--- src/rtl/cash_pkg.sv ---
// Shared types and helpers for the second-chance key-array replacement controller.
package cash_pkg;

   typedef enum logic [1:0] {
      IDLE   = 2'd0,
      SCAN   = 2'd1,
      WRITE  = 2'd2,
      DELETE = 2'd3
   } cash_sc_state_t;

   localparam int CASH_MAX_IDX_W = 8;
   localparam int CASH_MAX_CELLS = 1 << CASH_MAX_IDX_W;

   function automatic int cash_idx_w(input int n);
      return $clog2(n);
   endfunction

   // Callers truncate the result to their own cell count.
   function automatic logic [CASH_MAX_CELLS-1:0] cash_onehot(input logic [CASH_MAX_IDX_W-1:0] idx);
      logic [CASH_MAX_CELLS-1:0] oh;
      oh = '0;
      oh[idx] = 1'b1;
      return oh;
   endfunction

endpackage

--- src/rtl/cash_lowest_set.sv ---
// Priority encoder returning the lowest set index of a vector plus a found flag.
module cash_lowest_set #(
   parameter int N = 8,
   parameter int W = $clog2(N)
) (
   input  logic [N-1:0] vec,
   output logic [W-1:0] idx,
   output logic         found
);

   // Scanning downwards lets the lowest set bit overwrite any higher one.
   always_comb begin
      idx   = '0;
      found = 1'b0;
      for (int i = N - 1; i >= 0; i--) begin
         if (vec[i]) begin
            idx   = W'(i);
            found = 1'b1;
         end
      end
   end

endmodule

--- src/rtl/cash_second_chance_ctrl.sv ---
// Allocation/replacement controller: lowest empty cell first, otherwise a
// second-chance clock sweep over per-cell reference bits.
module cash_second_chance_ctrl
   import cash_pkg::*;
#(
   parameter int NUM_CELLS = 8,
   parameter int IDX_W     = cash_idx_w(NUM_CELLS)
) (
   input  logic                 clk,
   input  logic                 reset,
   input  logic [NUM_CELLS-1:0] empty_i,
   input  logic [NUM_CELLS-1:0] hit_i,
   input  logic                 lookup_valid_i,
   input  logic                 alloc_req_i,
   output logic                 alloc_ack_o,
   output logic [IDX_W-1:0]     alloc_idx_o,
   input  logic                 del_req_i,
   input  logic [IDX_W-1:0]     del_idx_i,
   output logic                 del_ack_o,
   output logic [NUM_CELLS-1:0] cs_o,
   output logic                 we_o,
   output logic                 del_o,
   output logic                 busy_o
);

   cash_sc_state_t       state_q;
   logic [IDX_W-1:0]     hand_q;
   logic [IDX_W-1:0]     hand_adv;
   logic [IDX_W-1:0]     victim_q;
   logic [IDX_W-1:0]     del_idx_q;
   logic [NUM_CELLS-1:0] ref_q;
   logic [NUM_CELLS-1:0] ref_next;
   logic [IDX_W-1:0]     empty_idx;
   logic                 empty_found;

   cash_lowest_set #(
      .N (NUM_CELLS),
      .W (IDX_W)
   ) u_lowest_empty (
      .vec   (empty_i),
      .idx   (empty_idx),
      .found (empty_found)
   );

   assign hand_adv = (hand_q == IDX_W'(NUM_CELLS - 1)) ? '0 : hand_q + 1'b1;

   // Ordering encodes precedence: lookup hits beat a sweep clear, but lose to
   // the clear issued when a cell is rewritten or deleted.
   always_comb begin
      ref_next = ref_q;
      if (state_q == SCAN && ref_q[hand_q]) ref_next[hand_q] = 1'b0;
      if (lookup_valid_i) ref_next = ref_next | hit_i;
      if (state_q == WRITE) ref_next[victim_q] = 1'b0;
      if (state_q == DELETE) ref_next[del_idx_q] = 1'b0;
   end

   always_ff @(posedge clk) begin
      if (reset) begin
         state_q <= IDLE;
         hand_q  <= '0;
         ref_q   <= '0;
      end else begin
         ref_q <= ref_next;
         case (state_q)
            IDLE: begin
               if (del_req_i)                       state_q <= DELETE;
               else if (alloc_req_i && empty_found) state_q <= WRITE;
               else if (alloc_req_i)                state_q <= SCAN;
            end
            SCAN: begin
               hand_q <= hand_adv;
               if (!ref_q[hand_q]) state_q <= WRITE;
            end
            WRITE:   state_q <= IDLE;
            DELETE:  state_q <= IDLE;
            default: state_q <= IDLE;
         endcase
      end
   end

   // Index registers only matter while their state is active, so they carry no reset.
   always_ff @(posedge clk) begin
      if (state_q == IDLE && del_req_i) del_idx_q <= del_idx_i;
      if (state_q == IDLE && !del_req_i && alloc_req_i && empty_found) victim_q <= empty_idx;
      if (state_q == SCAN && !ref_q[hand_q]) victim_q <= hand_q;
   end

   always_comb begin
      alloc_ack_o = (state_q == WRITE);
      alloc_idx_o = (state_q == WRITE) ? victim_q : '0;
      del_ack_o   = (state_q == DELETE);
      we_o        = (state_q == WRITE);
      del_o       = (state_q == DELETE);
      busy_o      = (state_q != IDLE);
      cs_o        = '0;
      if (state_q == WRITE)  cs_o = NUM_CELLS'(cash_onehot(CASH_MAX_IDX_W'(victim_q)));
      if (state_q == DELETE) cs_o = NUM_CELLS'(cash_onehot(CASH_MAX_IDX_W'(del_idx_q)));
   end

endmodule

--- config.mk ---
export PLATFORM = sky130hd
export DESIGN_NAME = cash_second_chance_ctrl
export DESIGN_NICKNAME = d
export VERILOG_FILES = /design/src/rtl/cash_pkg.sv /design/src/rtl/cash_lowest_set.sv /design/src/rtl/cash_second_chance_ctrl.sv
export SDC_FILE = /design/constraint.sdc
export NUM_CORES = 1
export LEC_CHECK = 0
export ABC_AREA = 1
export CAP_MARGIN = 40
export CORE_MARGIN = 10
export CORE_UTILIZATION = 45
export CTS_CLUSTER_DIAMETER = 60
export DETAILED_ROUTE_END_ITERATION = 6
export HOLD_SLACK_MARGIN = 0.03
export PLACE_DENSITY = 0.87
export SYNTH_ARGS = -nofsm -noshare
export SYNTH_HDL_FRONTEND = slang
export SYNTH_SLANG_ARGS = --single-unit
--- constraint.sdc ---
create_clock -name clk -period 1.8 [get_ports clk]
set_input_delay 0.54 -clock clk [delete_from_list [all_inputs] [get_ports clk]]
set_output_delay 0.54 -clock clk [all_outputs]
set_load 0.01 [all_outputs]
==> reports/qor.log, run 1 <==
INFO  timing         final_worst_path_cycle_share=1.048
INFO  setup_path     cp_slowest_stage_delay=0.36ns
INFO  finish         most_common_cell_after_layout_fill_and_taps_aside=sky130_fd_sc_hd__nand2_1
INFO  floorplan      top_level_pins=40
INFO  finish         nFillCells=200
INFO  timing         finalHoldWorstSlack=0.4684ns
INFO  floorplan      floorplan.die.width=72.33um
INFO  detailed_routing route.vias.total=1,448
INFO  finish         commonest_non_fill_non_tap_cells_in_the_layout=sky130_fd_sc_hd__nand2_1 (43), sky130_fd_sc_hd__clkdlybuf4s50_1 (23), sky130_fd_sc_hd__buf_4 (23), sky130_fd_sc_hd__inv_1 (19), sky130_fd_sc_hd__nor2_1 (15)
INFO  placement      placement_cell_area=0.001770mm2
INFO  setup_path     critPathBufInv=2
INFO  finish         area_taken_by_multi_input_logic_gates=758.2um2
INFO  timing         final_count_of_negative_setup_slack_endpoints=11
INFO  power          power_frac_comb=0.350
INFO  power          power_frac_seq=0.458
INFO  setup_path     critical_path.cell_chain=inv_2, nor2_4, nand2_4, o22ai_2, buf_2
INFO  yosys          synth.yosys.seq_area_share=0.3574
INFO  outcome        failed_checks=negative setup slack
INFO  setup_path     cp.arrival=1.35ns
INFO  timing         setup_tns=-0.5335ns
INFO  timing         tightestPinTransition=0.3534ns
INFO  detailed_routing detailedRoute.firstIterationViolations=99
INFO  finish         antenna_cells=0
INFO  timing         drv_slew=0
INFO  timing         final-hold-violation-count=0
INFO  placement      placedCellCount=267
INFO  floorplan      floorplan.core_area=0.002545mm2
INFO  setup_path     worst-r2r-setup-slack=0.19ns
INFO  power          cellLeakagePower=0.8795nW
INFO  floorplan      die_area=0.005232mm2
INFO  setup_path     worst_setup_path_end_kind=output port
INFO  finish         area.sequential=446.7um2
INFO  power          power_per_cell_area=595.5mW/mm2
INFO  yosys          yosys_warnings=0
INFO  yosys          seq_cells_post_synth=19
INFO  power          power_switching_share=0.3342
INFO  setup_path     critPathLaunchType=flop
INFO  global_route   grt_start_max_net_pins=12
INFO  global_route   antenna_violations_before_repair=0
INFO  finish         post_layout_nonfiller_instances=273
INFO  yosys          synth.cell_area=0.001232mm2
INFO  detailed_routing drt-total-wl=3974um
INFO  setup_path     r2r_cells=7
INFO  setup_path     crit_slowest_cell=sky130_fd_sc_hd__dfxtp_2
INFO  placement      port-buffer-count=39
INFO  timing         timing.fmax=530.2MHz
INFO  finish         final_layout_size_suffix_gt1_frac=0.3210
INFO  clocking       root_buffer=sky130_fd_sc_hd__clkbuf_4
INFO  finish         flow.area_growth_from_synthesis=53.81%
INFO  setup_path     r2r-start=hand_q[2]
INFO  detailed_routing drcViolationCount=0
INFO  floorplan      die-height=72.33um
INFO  global_route   via_count_of_the_first_global_routing_pass=1,372
INFO  clocking       clkTransAtPathRegs=0.11ns
INFO  setup_path     capturing_point_of_the_worst_reg2reg_path=victim_q[0]
INFO  clocking       worstSkewPairLatency=0.29ns
INFO  power          max-vdd-ir-drop=0.5928mV
INFO  yosys          synth_cell_type_count=26
INFO  power          power.total=1.129mW
INFO  timing         relSlewSlack=0.7614
INFO  finish         finalInstanceArea=0.001896mm2
INFO  floorplan      initial_utilization=0.4843
INFO  power          internal_power=0.7516mW
INFO  placement      post-place-ws=-0.2531ns
INFO  setup_path     path_max_fanout=4
INFO  detailed_routing avg_wl_per_cell=14.56um
INFO  detailed_routing drtPass1Iterations=4
INFO  outcome        run_status=finished, violations left
INFO  min_path       worstHoldPathType=flop to flop
INFO  yosys          average_size_of_a_mapped_cell=6.735um2
INFO  timing         unrepaired_setup_endpoints_after_global_routing=yes
INFO  clocking       clock_sink_count=19
INFO  detailed_routing detail-route-antenna-nets=0
INFO  clocking       tritoncts_clock_tree=done
INFO  detailed_routing detail_route.vias_per_cell=5.304
INFO  clocking       cts_max_level=1
INFO  floorplan      std_cell_rows=18
INFO  finish         design.final.nets=270
INFO  global_route   grt_first_pass_wirelength=6023um
INFO  setup_path     start_to_end_type_of_the_worst_setup_path=flop to output port
INFO  timing         finalCriticalPeriod=1.886ns
INFO  setup_path     cp_data_required_time=1.26ns
INFO  setup_path     worst_setup_path_startpoint=state_q[1]
INFO  placement      gpl.final_weighted_congestion=0.8911
INFO  yosys          postSynthCellCount=183
INFO  clocking       cts_made_buffers=3
INFO  timing         final.setup.worst_slack=-0.08592ns
INFO  global_route   grt_use_total=0.1371
INFO  run            maxCapViolations=0
INFO  placement      hpwlAfterDp=2737um
INFO  power          pwr-share-clk=0.191
INFO  timing         finalClockSkew=0.001040ns
INFO  clocking       clk_path_buf_depth=2
INFO  global_route   grt_remaining_overflow=0
INFO  setup_path     worst_path_dominant_cell_family=flip-flops
INFO  setup_path     worstSetupEndpoint=cs_o[4]
INFO  setup_path     worstSetupPathDepth=5
INFO  power          total_switching_power=0.3772mW
INFO  yosys          mappedNetlistNets=209
INFO  finish         final_util=0.7448
## power groups by stage
stage | Combinational [mW] | Clock (mW) | Sequential (mW)
2_1_floorplan | 0.189 | 0 | 0.510
3_3_place_gp | 0.346 | 0 | 0.520
3_5_place_dp | 0.352 | 0 | 0.520
4_1_cts | 0.350 | 0.221 | 0.514
5_1_grt | 0.429 | 0.242 | 0.522
6_report | 0.395 | 0.216 | 0.518
## flip-flops by register name, indices dropped and copies added, names as in the netlist
signal,count
hand_q,3
state_q,2
ref_q,8
victim_q,3
del_idx_q,3
## how the worst min path moves through the flow
stage	endpoint	cells after the start	slack (ns)	startpoint
after floorplan	ref_q[6]	2	0.43	ref_q[6]
after global placement	ref_q[5]	2	0.45	ref_q[5]
after detailed placement	ref_q[3]	2	0.45	ref_q[3]
after CTS	ref_q[0]	2	0.47	ref_q[0]
after global routing	ref_q[6]	2	0.49	ref_q[6]
final	ref_q[6]	2	0.47	ref_q[6]
## logic make-up after synthesis
group / share of synthesized area
and+or+nand+nor: 0.3645
adders and majority gates: 0.02030
buffers and inverters: 0.1228
DFF: 0.3574
AOI/OAI and AO/OA: 0.1350
## metal layers
metal	up-vias	global-route usage	part of all wire
met3	6	0.04762	0.081
li1	722	-	-
met2	65	0.2313	0.51
met5	-	0	0
met1	655	0.1522	0.39
met4	0	0.05806	0.018
## worst register-to-register path, cell delays in order, from the launching register on
cell	delay, ns
sky130_fd_sc_hd__dfxtp_1	0.40
sky130_fd_sc_hd__inv_2	0.15
sky130_fd_sc_hd__nor2_2	0.05
sky130_fd_sc_hd__nand2_1	0.06
sky130_fd_sc_hd__nor2_1	0.05
sky130_fd_sc_hd__nor2_2	0.23
sky130_fd_sc_hd__nand3_2	0.17
sky130_fd_sc_hd__o21ai_1	0.19
## final cells by class
cell class | instances | share of cell area
clock inverters | 1 | 0.002640
repair buffers | 63 | 0.2792
inverters | 25 | 0.05083
clock buffers | 3 | 0.01188
well taps | 30 | 0.01980
multi-input cells | 132 | 0.4000
flip-flops and latches | 19 | 0.2356
## synthesized netlist by cell type
cell / count / area share
sky130_fd_sc_hd__o22ai_1: 8 / 0.041
sky130_fd_sc_hd__a21oi_1: 12 / 0.049
sky130_fd_sc_hd__nand3_2: 1 / 0.0081
sky130_fd_sc_hd__o21ai_0: 8 / 0.032
sky130_fd_sc_hd__clkbuf_4: 1 / 0.0061
sky130_fd_sc_hd__inv_1: 23 / 0.070
sky130_fd_sc_hd__or2_2: 8 / 0.041
sky130_fd_sc_hd__buf_6: 1 / 0.0091
sky130_fd_sc_hd__nor3_1: 6 / 0.024
sky130_fd_sc_hd__dfxtp_1: 13 / 0.21
sky130_fd_sc_hd__nand3_1: 14 / 0.057
sky130_fd_sc_hd__ha_1: 2 / 0.020
sky130_fd_sc_hd__buf_1: 1 / 0.0030
sky130_fd_sc_hd__a211oi_1: 1 / 0.0061
sky130_fd_sc_hd__clkbuf_1: 1 / 0.0030
sky130_fd_sc_hd__clkbuf_8: 1 / 0.011
sky130_fd_sc_hd__nand2_4: 1 / 0.0091
sky130_fd_sc_hd__inv_4: 1 / 0.0051
sky130_fd_sc_hd__nor2_2: 2 / 0.010
sky130_fd_sc_hd__nand2_1: 48 / 0.15
sky130_fd_sc_hd__nor2_1: 16 / 0.049
sky130_fd_sc_hd__edfxtp_1: 6 / 0.15
sky130_fd_sc_hd__inv_2: 1 / 0.0030
sky130_fd_sc_hd__nand4_1: 4 / 0.020
sky130_fd_sc_hd__buf_4: 2 / 0.012
sky130_fd_sc_hd__o311ai_0: 1 / 0.0071
## what timing repair did
action                                  4_1_cts  5_1_grt
endpoints found under the setup margin       16       19
resized for setup                            56       39
setup buffers                                 0        2
hold buffers                                  0        0
pin swaps                                     0        3
(Power assumes the default switching activity.)
==> run 2: changes to the inputs <==
==> constraint.sdc (replaced) <==
create_clock -name clk -period 1.8 [get_ports clk]
set_input_delay 0.54 -clock clk [delete_from_list [all_inputs] [get_ports clk]]
set_output_delay 0.54 -clock clk [all_outputs]
set_load 0.005 [all_outputs]
==> reports/qor.log, run 2 (same netlist as run 1, synthesis figures left out) <==
INFO  detailed_routing detailedRoute.firstIterationViolations=151
INFO  finish         most_common_cell_after_layout_fill_and_taps_aside=sky130_fd_sc_hd__nand2_1
INFO  setup_path     critPathLaunchType=flop
INFO  timing         unrepaired_setup_endpoints_after_global_routing=yes
INFO  global_route   grt_first_pass_wirelength=6975um
INFO  power          power_per_cell_area=600.5mW/mm2
INFO  floorplan      top_level_pins=40
INFO  setup_path     worst_setup_path_end_kind=output port
INFO  timing         final-hold-violation-count=0
INFO  finish         registers.top_by_ff_count=ref_q
INFO  clocking       cts_max_level=1
INFO  finish         antenna_cells=0
INFO  clocking       root_buffer=sky130_fd_sc_hd__clkbuf_4
INFO  timing         relSlewSlack=0.7452
INFO  timing         final.setup.worst_slack=-0.1926ns
INFO  power          cellLeakagePower=0.9197nW
INFO  outcome        run_status=finished, violations left
INFO  floorplan      floorplan.die.width=72.33um
INFO  detailed_routing drtPass1Iterations=4
INFO  finish         final_util=0.7861
INFO  clocking       postCtsHoldBufs=0
INFO  power          max-vdd-ir-drop=0.5178mV
INFO  min_path       worstHoldPathType=flop to flop
INFO  placement      port-buffer-count=39
INFO  placement      gpl.final_weighted_congestion=0.8900
INFO  finish         commonest_non_fill_non_tap_cells_in_the_layout=sky130_fd_sc_hd__nand2_1 (43), sky130_fd_sc_hd__buf_4 (27), sky130_fd_sc_hd__clkdlybuf4s50_1 (23), sky130_fd_sc_hd__inv_1 (17)
INFO  timing         final_worst_path_cycle_share=1.107
INFO  detailed_routing drcViolationCount=0
INFO  placement      hpwlAfterDp=2920um
INFO  floorplan      std_cell_rows=18
INFO  run            maxCapViolations=0
INFO  finish         largest_register_ffs=8
INFO  outcome        failed_checks=negative setup slack
INFO  power          power.total=1.201mW
INFO  setup_path     cp_data_required_time=1.26ns
INFO  floorplan      initial_utilization=0.4843
INFO  clocking       tritoncts_clock_tree=done
INFO  global_route   grt_use_total=0.1620
INFO  setup_path     start_to_end_type_of_the_worst_setup_path=flop to output port
INFO  global_route   antenna_violations_before_repair=0
INFO  finish         design.final.nets=278
INFO  timing         drv_slew=0
INFO  floorplan      die-height=72.33um
INFO  clocking       worstSkewPairLatency=0.31ns
INFO  floorplan      floorplan.core_area=0.002545mm2
INFO  timing         tightestPinTransition=0.3799ns
INFO  detailed_routing route.vias.total=1,565
INFO  detailed_routing drt-total-wl=4709um
INFO  clocking       clkTransAtPathRegs=0.11ns
INFO  detailed_routing detail_route.vias_per_cell=5.569
INFO  timing         final_count_of_negative_setup_slack_endpoints=13
INFO  detailed_routing detail-route-antenna-nets=0
INFO  global_route   via_count_of_the_first_global_routing_pass=1,546
INFO  setup_path     path_max_fanout=5
INFO  floorplan      die_area=0.005232mm2
INFO  clocking       clock_sink_count=19
INFO  finish         final_layout_size_suffix_gt1_frac=0.3466
INFO  timing         finalClockSkew=0.003974ns
INFO  global_route   grt_start_max_net_pins=11
INFO  clocking       cts_made_buffers=3
INFO  timing         finalCriticalPeriod=1.993ns
INFO  global_route   grt_remaining_overflow=0
INFO  detailed_routing avg_wl_per_cell=16.76um
INFO  setup_path     cp.arrival=1.45ns
INFO  finish         flow.area_growth_from_synthesis=62.34%
INFO  timing         timing.fmax=501.9MHz
INFO  clocking       clk_path_buf_depth=2
## run 2: changes by cell type in the layout (fill, tap and decap cells not counted), sizes merged
cell,change
buf,+7
clkdlybuf4s15,+3
clkbuf,-2
clkinv,-1
dlymetal6s2s,+1
## run 2: critical path, cell delays in order, from the launching register on
cell and delay [ns]:
sky130_fd_sc_hd__dfxtp_2 0.38, sky130_fd_sc_hd__inv_2 0.06, sky130_fd_sc_hd__nor2_4 0.11, sky130_fd_sc_hd__buf_6 0.15, sky130_fd_sc_hd__nand2_8 0.07, sky130_fd_sc_hd__buf_6 0.14
sky130_fd_sc_hd__o22ai_4 0.10, sky130_fd_sc_hd__buf_2 0.14
## run 2: path summary, 6_finish.rpt
path | start | to | slack (ns) | cells past startpoint
hold / removal | ref_q[4] | ref_q[4] | 0.48 | 2
hold reg to reg | ref_q[4] | ref_q[4] | 0.48 | 2
setup reg to reg | state_q[0] | ref_q[2] | 0.10 | 7
setup / recovery | state_q[1] | cs_o[5] | -0.19 | 7
## run 2: timing repair
| action | in CTS | in global routing |
|---|---|---|
| resized for setup | 79 | 19 |
| setup endpoints to repair | 16 | 23 |
| setup buffers | 7 | 3 |
| pin swaps | 4 | 4 |
## run 2: metal layers
metal  wire (um)  GRT usage  share of wire
met4         283     0.1312          0.060
met1        1799     0.1651           0.38
met3         345    0.04626          0.073
met5           0          0              0
met2        2281     0.2702           0.48
## run 2: metrics by stage
stage | setup slack (ns) | setup TNS [ns] | hold slack (ns) | cell area, um2 | std cells
floorplan | 0.2737 | 0 | 0.4339 | 1232 | 183
detailed placement | -0.2784 | -3.172 | 0.4525 | 1778 | 268
global route | -0.2401 | -1.858 | 0.4944 | 2001 | 281
finish | -0.1926 | -1.317 | 0.4773 | 2001 | 281
global placement | -0.2152 | -2.422 | 0.4454 | 1778 | 268
CTS | -0.1742 | -0.7720 | 0.4677 | 1912 | 278
## run 2: layout make-up
class / instances / area [um2]
inverter: 25 / 96.34
multi-input combinational: 132 / 789.5
timing repair buffer: 71 / 603.1
sequential: 19 / 447.9
clock buffer: 4 / 26.28
tap: 30 / 37.54
fill: 165 / 544.3
## run 2: report_power, final
| part | internal [mW] | switching [mW] | total (mW) |
|---|---|---|---|
| logic | 0.218 | 0.230 | 0.447 |
| registers | 0.484 | 0.0419 | 0.526 |
| clock network | 0.0865 | 0.142 | 0.228 |
